<file path="config.mk">
export PLATFORM = sky130hd
export DESIGN_NAME = multicycle_control
export DESIGN_NICKNAME = d
export VERILOG_FILES = /design/src/rtl/multicycle_control.sv
export SDC_FILE = /design/constraint.sdc
export NUM_CORES = 1
export LEC_CHECK = 0
export ABC_CLOCK_PERIOD_IN_PS = 1850
export CORE_MARGIN = 2
export CORE_UTILIZATION = 25
export DETAILED_ROUTE_END_ITERATION = 8
export GPL_TIMING_DRIVEN = 0
export HOLD_SLACK_MARGIN = 0.1
export MAX_ROUTING_LAYER = met4
export SETUP_SLACK_MARGIN = 0.15
export SYNTH_ARGS = -nofsm -noshare
export SYNTH_HDL_FRONTEND = slang
export SYNTH_SLANG_ARGS = --single-unit
export TNS_END_PERCENT = 1
</file>
<file path="constraint.sdc">
create_clock -name clk -period 1.85 [get_ports clk]
set_input_delay 0.37 -clock clk [delete_from_list [all_inputs] [get_ports clk]]
set_output_delay 0.37 -clock clk [all_outputs]
set_load 0.02 [all_outputs]
</file>
<file path="src/rtl/multicycle_control.sv">
// ============================================================================
// Module   : multicycle_control
// Brief    : Main control FSM for the multi-cycle MIPS datapath, with memory
//            wait-state timeout and illegal-opcode trapping.
// Revision : 1.0
// ============================================================================
`default_nettype none

module multicycle_control #(
  parameter int MEM_TIMEOUT     = 15,
  parameter bit TRAP_ON_ILLEGAL = 1'b1
) (
  input  logic       clk,
  input  logic       rst_n,
  input  logic [5:0] opcode,
  input  logic       mem_ready,
  output logic [1:0] op_alu,
  output logic       alu_src_a,
  output logic [1:0] alu_src_b,
  output logic [1:0] pc_source,
  output logic       pc_write,
  output logic       pc_write_cond,
  output logic       i_or_d,
  output logic       mem_read,
  output logic       mem_write,
  output logic       ir_write,
  output logic       reg_dst,
  output logic       mem_to_reg,
  output logic       reg_write,
  output logic       instr_done,
  output logic       illegal_op,
  output logic       bus_error,
  output logic [3:0] state
);

  typedef enum logic [3:0] {
    S_FETCH    = 4'd0,
    S_DECODE   = 4'd1,
    S_MEM_ADDR = 4'd2,
    S_MEM_RD   = 4'd3,
    S_WB_LW    = 4'd4,
    S_MEM_WR   = 4'd5,
    S_EXEC_R   = 4'd6,
    S_WB_R     = 4'd7,
    S_BRANCH   = 4'd8,
    S_JUMP     = 4'd9,
    S_EXEC_I   = 4'd10,
    S_WB_I     = 4'd11,
    S_IDLE     = 4'd14,
    S_TRAP     = 4'd15
  } state_t;

  localparam logic [5:0] c_OP_RTYPE = 6'b000000;
  localparam logic [5:0] c_OP_LW    = 6'b100011;
  localparam logic [5:0] c_OP_SW    = 6'b101011;
  localparam logic [5:0] c_OP_BEQ   = 6'b000100;
  localparam logic [5:0] c_OP_J     = 6'b000010;
  localparam logic [5:0] c_OP_ADDI  = 6'b001000;
  localparam logic [7:0] c_WAIT_LIMIT = 8'(MEM_TIMEOUT - 1);

  state_t     r_state;
  logic [7:0] r_wait;
  logic       r_illegal;
  logic       r_bus_err;
  logic       w_mem_state;
  logic       w_timeout;
  logic       w_legal;

  assign w_mem_state = (r_state == S_FETCH) || (r_state == S_MEM_RD) || (r_state == S_MEM_WR);
  // A ready on the limit cycle still completes normally.
  assign w_timeout   = w_mem_state && !mem_ready && (r_wait == c_WAIT_LIMIT);
  assign w_legal     = (opcode == c_OP_RTYPE) || (opcode == c_OP_LW) || (opcode == c_OP_SW) ||
                       (opcode == c_OP_BEQ) || (opcode == c_OP_J) || (opcode == c_OP_ADDI);

  always_ff @(posedge clk or negedge rst_n) begin
    if (!rst_n) begin
      r_state   <= S_IDLE;
      r_wait    <= 8'd0;
      r_illegal <= 1'b0;
      r_bus_err <= 1'b0;
    end else begin
      r_wait <= (w_mem_state && !mem_ready && !w_timeout) ? r_wait + 8'd1 : 8'd0;
      if (w_timeout) begin
        r_state   <= S_TRAP;
        r_bus_err <= 1'b1;
      end else begin
        case (r_state)
          S_IDLE:   r_state <= S_FETCH;
          S_FETCH:  if (mem_ready) r_state <= S_DECODE;
          S_DECODE: begin
            case (opcode)
              c_OP_RTYPE:       r_state <= S_EXEC_R;
              c_OP_LW, c_OP_SW: r_state <= S_MEM_ADDR;
              c_OP_BEQ:         r_state <= S_BRANCH;
              c_OP_J:           r_state <= S_JUMP;
              c_OP_ADDI:        r_state <= S_EXEC_I;
              default: begin
                if (TRAP_ON_ILLEGAL) begin
                  r_state   <= S_TRAP;
                  r_illegal <= 1'b1;
                end else begin
                  r_state <= S_FETCH;
                end
              end
            endcase
          end
          S_MEM_ADDR: r_state <= (opcode == c_OP_LW) ? S_MEM_RD : S_MEM_WR;
          S_MEM_RD:   if (mem_ready) r_state <= S_WB_LW;
          S_MEM_WR:   if (mem_ready) r_state <= S_FETCH;
          S_EXEC_R:   r_state <= S_WB_R;
          S_EXEC_I:   r_state <= S_WB_I;
          S_WB_R, S_WB_LW, S_WB_I, S_BRANCH, S_JUMP: r_state <= S_FETCH;
          S_TRAP:     r_state <= S_TRAP;
          default:    r_state <= S_IDLE;
        endcase
      end
    end
  end

  always_comb begin
    op_alu        = 2'b00;
    alu_src_a     = 1'b0;
    alu_src_b     = 2'b00;
    pc_source     = 2'b00;
    pc_write      = 1'b0;
    pc_write_cond = 1'b0;
    i_or_d        = 1'b0;
    mem_read      = 1'b0;
    mem_write     = 1'b0;
    ir_write      = 1'b0;
    reg_dst       = 1'b0;
    mem_to_reg    = 1'b0;
    reg_write     = 1'b0;
    instr_done    = 1'b0;
    case (r_state)
      S_FETCH: begin
        mem_read  = 1'b1;
        alu_src_b = 2'b01;
        pc_write  = mem_ready;
        ir_write  = mem_ready;
      end
      S_DECODE: begin
        alu_src_b  = 2'b11;
        instr_done = !w_legal && !TRAP_ON_ILLEGAL;
      end
      S_MEM_ADDR, S_EXEC_I: begin
        alu_src_a = 1'b1;
        alu_src_b = 2'b10;
      end
      S_MEM_RD: begin
        mem_read = 1'b1;
        i_or_d   = 1'b1;
      end
      S_MEM_WR: begin
        mem_write  = 1'b1;
        i_or_d     = 1'b1;
        instr_done = mem_ready;
      end
      S_WB_LW: begin
        reg_write  = 1'b1;
        mem_to_reg = 1'b1;
        instr_done = 1'b1;
      end
      S_EXEC_R: begin
        alu_src_a = 1'b1;
        op_alu    = 2'b10;
      end
      S_WB_R: begin
        reg_write  = 1'b1;
        reg_dst    = 1'b1;
        instr_done = 1'b1;
      end
      S_BRANCH: begin
        alu_src_a     = 1'b1;
        op_alu        = 2'b01;
        pc_write_cond = 1'b1;
        pc_source     = 2'b01;
        instr_done    = 1'b1;
      end
      S_JUMP: begin
        pc_write   = 1'b1;
        pc_source  = 2'b10;
        instr_done = 1'b1;
      end
      S_WB_I: begin
        reg_write  = 1'b1;
        instr_done = 1'b1;
      end
      default: ;
    endcase
  end

  assign illegal_op = r_illegal;
  assign bus_error  = r_bus_err;
  assign state      = r_state;

endmodule

`default_nettype wire

</file>
==> metrics.md <==
| Metric | Value |
|---|---|
| TritonCTS clock tree | `yes` |
| Initial antenna violation count | `0` |
| Area Growth Syn to Fin | `67.4%` |
| Internal power consumption | `1.74 mW` |
| Most common cell in the synthesized netlist | `sky130_fd_sc_hd__nor2_1` |
| Commonest register cell after synthesis | `sky130_fd_sc_hd__dfrtp_1` |
| Worst Setup End Kind | `primary output` |
| Total chip power | `3.12 mW` |
| Worst ir drop on vdd | `728 µV` |
| Main combinational cell family by area after synthesis | `simple AND/OR/NAND/NOR gates` |
| CP required | `1480 ps` |
| RD Place Congestion | `0.800` |
| Synth Area in Adders | `0.0220` |
| Part of the Yosys area used for sequential elements | `0.312` |
| Number of hold violations in the final report | `0` |
| Tightest Hold Check Type | `reg2reg` |
| Slew headroom | `0.587` |
| Overall die width | `71.4 µm` |
| Minimum clock period | `1870 ps` |
| F_max | `0.534 GHz` |
| Number of ports placed on the die boundary | `32` |
| Total die area | `5100 µm²` |
| Net load switching power | `1.38 mW` |
| Number of antenna-violating nets in the routed design | `0` |
| Area share of the leading cell type in the synthesized netlist | `0.242` |
| XOR/XNOR share of the synthesized area | `0.0694` |
| Worst Max-Slew Pin Slew | `618 ps` |
| Share of the core filled with cells in the final layout | `0.437` |
| Most instantiated cells after synthesis | `sky130_fd_sc_hd__nor2_1, sky130_fd_sc_hd__dfrtp_1, sky130_fd_sc_hd__nand2_1` |
| Type of origin of the critical path | `flip-flop` |
| Power density relative to cell area | `1640 nW/µm²` |
| Uppermost layer routed | `met4` |
| Port bufs | `31` |
| Hold_buf cts | `0` |
| Global-route wire length before repair | `5.03 mm` |
| Die Ht | `71.4 µm` |
| Post-Syn Area per Cell | `8.17 µm²` |
| Number of register bits inferred by synthesis | `14` |
| Total congestion overflow | `0` |
| Ys Warns | `0` |
| Part of the power in combinational logic | `0.762` |
| Worst slack on hold paths | `464 ps` |
| Fraction of synthesis flops using an asynchronous set or reset pin | `1.00` |
| Net total in the final layout | `200` |
| Mapped Cells | `139` |
| Number of max-cap violations | `0` |
| Distinct cell type count of the synthesized netlist | `45` |
| Unrepaired setup endpoints after global routing | `yes` |
| Post-detailed-routing wire length | `3.05 mm` |
| Routed wire length per instance | `12.7 µm` |
| Maximum clock path buffer count | `2` |
| DRC violations left | `0` |
| Number of global-route vias before repair | `1,120` |
| Result of the run | `complete, but fails checks` |
| Via count | `1,185` |
| Number of failing setup endpoints in the final timing report | `3` |
| Diode insertion count for antenna repair | `0` |
| Clock slew at reported path FFs | `60 ps` |
| Setup skew after layout | `4.88 ps` |
| Clock tree root driver cell | `sky130_fd_sc_hd__clkbuf_8` |
| Routed met3 length | `150 µm` |
| Wl on met1 | `1.28 mm` |
| Clock power frac | `0.094` |
| Via-to-Cell Ratio | `4.94` |
| Synthesized-area fraction occupied by and/or/nand/nor cells | `0.327` |
| Maximum net fanout on the critical path | `8` |
| Post-synth top area cell | `sky130_fd_sc_hd__dfrtp_1` |
| Number of enable-type register cells in the synthesized netlist | `0` |
| Worst path arrival time | `1500 ps` |
| Failing checks | `setup timing` |
| Sw Share | `0.443` |
| Inserted Clock Buffers | `3` |
| Fraction of the cycle the final worst path needs | `1.01` |
| Flop pwr share | `0.143` |
| Cell area after synthesis | `1140 µm²` |
| Biggest area contributors in the synthesized netlist | `sky130_fd_sc_hd__dfrtp_1, sky130_fd_sc_hd__dfstp_2, sky130_fd_sc_hd__nor2_1` |
| Detailed-router iteration count before antenna repair | `4` |
| Total nets after synthesis | `150` |
| Total number of clock tree sinks | `14` |
| Share of post-route cells with drive strength above 1 | `0.426` |
| Maximum number of pins on one net before global-route repair | `15` |
| Starting density of the core | `0.261` |
| Placeable core region | `4350 µm²` |
| Max Transition Viols Final | `0` |
| Standby leakage power | `0.839 nW` |
| Number of DRC markers after the initial detailed-route iteration | `53` |
| Compound-Gate Fraction of Synth Area | `0.184` |
| Total routing usage reported by global routing | `0.125` |
| Multiplexer area fraction after synthesis | `0` |
| Total length of routed met2 wires | `1.59 mm` |
| Critical Setup Path Class | `reg2out` |
| Placed wire-length estimate after detailed placement | `2.15 mm` |
| Worst-Skew Late Latency | `240 ps` |
| Setup slack of the critical path after layout | `-22.5 ps` |
| H-tree depth | `1` |
| Std-Cell Rows | `24` |
-- what timing repair did --
item                                    4_1_cts  5_1_grt
gates resized for setup                     118       20
hold endpoints to repair                      0        0
buffers inserted                              8        6
pin swaps                                     7        9
endpoints found under the setup margin       24       22
-- worst paths after layout --
check                      cells past startpoint    endpoint  slack [ps]        from
max in group asynchronous                      1   r_wait[1]         940       rst_n
max reg2reg                                    8    state[1]         120    state[3]
min in group asynchronous                      1   bus_error         510       rst_n
min reg2reg                                    1  illegal_op         460  illegal_op
min                                            1  illegal_op         460  illegal_op
max                                            5    pc_write         -20    state[1]
-- kinds of logic after synthesis --
group,Yosys count
AOI/OAI and AO/OA,30
xor gates and xnor gates,9
adders and majority gates,2
buffers and inverters,17
DFF,14
and+or+nand+nor,67
-- per-stage QoR --
stage / TNS [ps] / instances / cell area [µm²] / setup slack (ps)
3_5_place_dp: -6540 / 222 / 1570 / -762
5_1_grt: -529 / 240 / 1900 / -85.4
3_3_place_gp: -6320 / 222 / 1570 / -755
2_1_floorplan: 0 / 139 / 1200 / 74.0
4_1_cts: -169 / 234 / 1780 / -40.4
6_report: -52.4 / 240 / 1900 / -22.5
-- flip-flops by register name (all words and copies together), names as in the netlist --
register / count
illegal_op: 1
state: 4
bus_error: 1
r_wait: 8
-- cells in the final DEF (no fill, tap or decap), types with 4 or more instances in the layout --
cell | synthesis | final
sky130_fd_sc_hd__buf_6 | 2 | 13
sky130_fd_sc_hd__nor3_1 | 7 | 4
sky130_fd_sc_hd__nor2_2 | 0 | 6
sky130_fd_sc_hd__dlygate4sd2_1 | 0 | 4
sky130_fd_sc_hd__a21oi_1 | 7 | 5
sky130_fd_sc_hd__nand2_1 | 11 | 10
sky130_fd_sc_hd__clkdlybuf4s50_1 | 0 | 6
sky130_fd_sc_hd__nand2b_4 | 1 | 4
sky130_fd_sc_hd__buf_8 | 0 | 4
sky130_fd_sc_hd__xor2_1 | 6 | 6
sky130_fd_sc_hd__buf_2 | 3 | 4
sky130_fd_sc_hd__dfrtp_1 | 11 | 11
sky130_fd_sc_hd__inv_1 | 6 | 6
sky130_fd_sc_hd__nor2_1 | 20 | 12
sky130_fd_sc_hd__o21ai_0 | 5 | 4
sky130_fd_sc_hd__clkbuf_8 | 0 | 5
sky130_fd_sc_hd__buf_4 | 4 | 17
sky130_fd_sc_hd__dlymetal6s2s_1 | 0 | 4
-- worst max-delay path, stage by stage, from the launching register on --
cell,delay [ps]
sky130_fd_sc_hd__dfstp_2,540
sky130_fd_sc_hd__buf_6,140
sky130_fd_sc_hd__nand2b_4,170
sky130_fd_sc_hd__nor2_2,40
sky130_fd_sc_hd__or2_4,240
sky130_fd_sc_hd__buf_6,130
-- layout make-up --
cell class                 instances  area, µm²
fill                             426       2450
multi-input combinational        108        845
timing repair buffer              45        417
sequential                        14        354
buffer                            11        144
tap                               52       65.1
clock buffer                       4       55.1
inverter                           6       22.5
-- routing by layer --
metal / GRT usage / vias up
met2: 0.223 / 37
met3: 0.0267 / 4
met5: - / -
met4: 0.0314 / 0
met1: 0.141 / 555
li1: - / 589
-- power by group through the flow --
stage               clock (mW)  sequential (mW)  combinational [mW]
floorplan                    0            0.498                1.23
global placement             0            0.443                1.90
detailed placement           0            0.442                1.91
CTS                      0.305            0.445                2.18
global route             0.322            0.460                2.53
finish                   0.295            0.447                2.38
Power figures use the tool's default switching activity.
==> patch 1, RTL diff (same flow settings) <==
Make the reset (`rst_n`) synchronous in one clocked block.
--- a/src/rtl/multicycle_control.sv
+++ b/src/rtl/multicycle_control.sv
@@ -74,3 +74,3 @@
 
-  always_ff @(posedge clk or negedge rst_n) begin
+  always_ff @(posedge clk) begin
     if (!rst_n) begin
Behaviour: differs if rst_n is asserted again (counterexample within 4 cycles, from zero or initial values and one cycle with rst_n low); with rst_n held inactive, the same outputs for 10 cycles.
==> patch 1 against the original RTL <==
Cell area is 10% lower; clock power hardly changed; synthesized area is 4.6% lower; routed wire length is 1.5% higher; die area is 4.4% lower; total power is 27% lower; setup slack better by 0.10 ns; non-clock buffer count is 1 higher; sequential cell count stayed put; critical path type unchanged; largest cell class unchanged.
==> patch 1: results (changes against the original RTL) <==
[place]
io_buffers = 28  ; -9.7%
dp_cells = 214  ; -3.6%
dpl_worst_slack_ns = -0.4240  ; +0.3377 ns
routabilityCongestion = 0.7732  ; -3.4%

[final_layout]
drive_above_1_share_pct = 40.00  ; -2.6 points
layout.nets = 197  ; -1.5%
final_cells = 235  ; -2.1%

[grt]
grt.total_usage_pct = 12.16  ; -0.31 points
gr-usage-met3_pct = 2.326  ; -0.35 points
grt_pass1_vias = 1064  ; -5.0%
gr-usage-met2_pct = 18.62  ; -3.7 points

[routing]
avgRoutedWirePerCell_um = 13.19  ; +3.6%
met3_length_um = 142  ; -5.3%

[worst_setup_path]
ff2ff_path_depth = 6  ; -2
critPathSlowestCell = dfxtp_2
cp.arrival_ns = 1.40  ; -0.10 ns

[run_status]
status = completed

[logic_synthesis]
synth_common_cells = nor2_1, dfxtp_1, xor2_1
synth-compound-area-share_pct = 20.09  ; +1.7 points
synthXorXnorAreaFrac_pct = 10.51  ; +3.6 points
synthAdderAreaFrac_pct = 3.233  ; +1.0 points
syn_avg_cell_area_um2 = 7.967  ; -2.5%
syn_nets = 147  ; -2.0%
synth_ff_type = dfxtp_1

[sta]
worstMarginPinSlew_ns = 0.4917  ; -0.1259 ns

==> patch 1: worst max path at each step <==
| stage | slack, ns | end | depth (start not counted) | from |
|---|---|---|---|---|
| 2_1_floorplan | 0.07 | instr_done | 4 | state[2] |
| 3_3_place_gp | -0.44 | instr_done | 5 | mem_ready |
| 3_5_place_dp | -0.42 | instr_done | 5 | mem_ready |
| 4_1_cts | 0.06 | pc_source[1] | 4 | state[1] |
| 5_1_grt | 0.04 | pc_write | 6 | state[0] |
| 6_report | 0.08 | pc_write | 6 | state[0] |
==> patch 1: final cells by class <==
class	instances	area [um2]
sequential	14	292.8
inverter	3	11.26
multi-input combinational	107	814.5
tap	50	62.56
buffer	12	131.4
clock buffer	4	55.05
timing repair buffer	45	344.1
fill	426	2375
==> patch 1: logic make-up (layout without fill, tap and decap cells) <==
logic type / count (synthesis) / after routing
compound gates: 28 / 28
xor+xnor: 13 / 13
fa+ha+maj: 3 / 3
buf+inv: 15 / 64
flops: 14 / 14
simple gates: 63 / 63
==> patch 1: what timing repair did <==
action / CTS / global route
gates resized for setup: 88 / 22
pin swaps: 1 / 2
gates cloned: 1 / 0
endpoints found under the setup margin: 28 / 21
buffers inserted: 6 / 10
==> patch 1: power by group <==
group / total, mW / internal [mW] / switching [mW] / leakage [nW]
Combinational: 1.54 / 0.749 / 0.792 / 0.571
Clock: 0.296 / 0.188 / 0.107 / 0.0288
Sequential: 0.432 / 0.362 / 0.0692 / 0.115
Total: 2.27 / 1.30 / 0.968 / 0.715
==> patch 1: per-stage QoR <==
step	cell area [um2]	util [%]	TNS, ns
after detailed placement	1469	35.95	-6.082
final	1712	41.89	0
after CTS	1640	40.14	0
after global routing	1712	41.89	0
after floorplan	1126	-	0
after global placement	1469	35.95	-6.211
==> patch 2, RTL diff (config.mk and constraints unchanged) <==
Made on the original files. The parameter `MEM_TIMEOUT` goes from 15 to 7.
--- a/src/rtl/multicycle_control.sv
+++ b/src/rtl/multicycle_control.sv
@@ -9,3 +9,3 @@
 module multicycle_control #(
-  parameter int MEM_TIMEOUT     = 15,
+  parameter int MEM_TIMEOUT     = 7,
   parameter bit TRAP_ON_ILLEGAL = 1'b1
Function: changed (Yosys sat finds a counterexample within 10 cycles, from zero or initial values and one cycle with rst_n low).
==> patch 2 against the original RTL <==
Clock skew shrank 0.0031 ns; sequential cell count is the same; register-to-register slack lost 0.10 ns; non-clock buffer count grew 2; synthesized area shrank 2.8%; sequential share of layout area is essentially flat; count of clock-buffer cells in the layout is the same; combinational power grew 9.2%; first-iteration DRC count shrank 36%; routed wire length grew 2.8%; largest cell class unchanged; setup slack lost 0.0075 ns; total power grew 7.1%; cell area grew 0.33%; the flow still finishes with violations (setup timing).
==> patch 2: results (changes against the original RTL) <==
[pwr]
p_sw_mw = 1.475  ; +6.8%
irDropWorstVdd_mv = 0.4592  ; -37%
p_int_mw = 1.865  ; +7.3%

[sta]
fin_skew_ns = 0.001802  ; -0.003083 ns
layout_setup_ws_ns = -0.03007  ; -0.007548 ns
finalSetupViolCount = 3  ; unchanged
worstMarginPinSlew_ns = 0.6039  ; -0.01377 ns

[logic_synthesis]
syn_avg_cell_area_um2 = 8.184  ; +0.13%
synth_common_cells = nor2_1, dfrtp_1, a21oi_1
ys_seq_area_share_pct = 32.05  ; +0.88 points
ys_types = 42  ; -6.7%

[routing]
avgRoutedWirePerCell_um = 13.14  ; +3.2%
m1WireLength_um = 1458  ; +14%
met3_length_um = 182  ; +21%

[run_status]
violations = setup timing
status = finished, violations left

[grt]
gr-usage-met2_pct = 18.97  ; -3.4 points
grt_pass1_wl_um = 5133  ; +2.0%
grt_pass1_vias = 1094  ; -2.3%
grt.total_usage_pct = 12.82  ; +0.35 points

[place]
dpl_worst_slack_ns = -0.5520  ; +0.2097 ns
dpl_cell_area_um2 = 1610  ; +2.4%
routabilityCongestion = 0.7966  ; -0.45%
dp_cells = 218  ; -1.8%

[final_layout]
drive_above_1_share_pct = 45.45  ; +2.9 points
fill_cells = 422  ; -0.94%

[worst_setup_path]
ff2ff_path_depth = 6  ; -2

[patch 2: cell count changes in the layout (fill, tap and decap cells not counted), moves of 4 or more]
cell           delta
dlygate4sd2_1     +4
nand2_1           -4
nand3_1           +5
buf_4             +8
buf_6             -4
inv_1             -4
[patch 2: repair_timing]
action / CTS / global route
endpoints found under the setup margin: 33 / 30
setup buffers: 6 / 11
gates resized for setup: 120 / 18
pin swaps: 12 / 8
hold buffers: 0 / 0
[patch 2: worst paths after layout]
path	endpoint	slack (ns)	start
max in group asynchronous	state[0]	0.91	rst_n
setup reg to reg	state[1]	0.02	state[3]
setup / recovery	reg_write	-0.03	state[3]
min in group asynchronous	r_wait[1]	0.51	rst_n
hold reg to reg	bus_error	0.46	bus_error
hold / removal	bus_error	0.46	bus_error
[patch 2: cell families (layout without fill, tap and decap cells)]
group	Yosys count	in the layout	synth area share, %
flops	14	14	32.05
buf+inv	12	64	4.869
compound gates	23	23	15.52
xor+xnor	9	9	7.135
simple gates	74	74	37.26
fa+ha+maj	2	2	2.265
mux	1	1	0.9060
[patch 2: cell type report]
type / count / area (um2) / share of cell area [%]
Buffer: 10 / 153.9 / 8.066
Clock buffer: 4 / 45.04 / 2.361
Inverter: 2 / 7.507 / 0.3934
Multi-Input combinational cell: 109 / 870.8 / 45.64
Sequential cell: 14 / 355.3 / 18.62
Tap cell: 52 / 65.06 / 3.410
Timing Repair Buffer: 48 / 410.4 / 21.51
[patch 2: worst reg2reg max path, delay by kind of cell (launching register included)]
family | cells | cell delay, ns
and+or+nand+nor | 2 | 0.65
DFF | 1 | 0.38
buffers and inverters | 2 | 0.29
AOI/OAI and AO/OA | 2 | 0.45
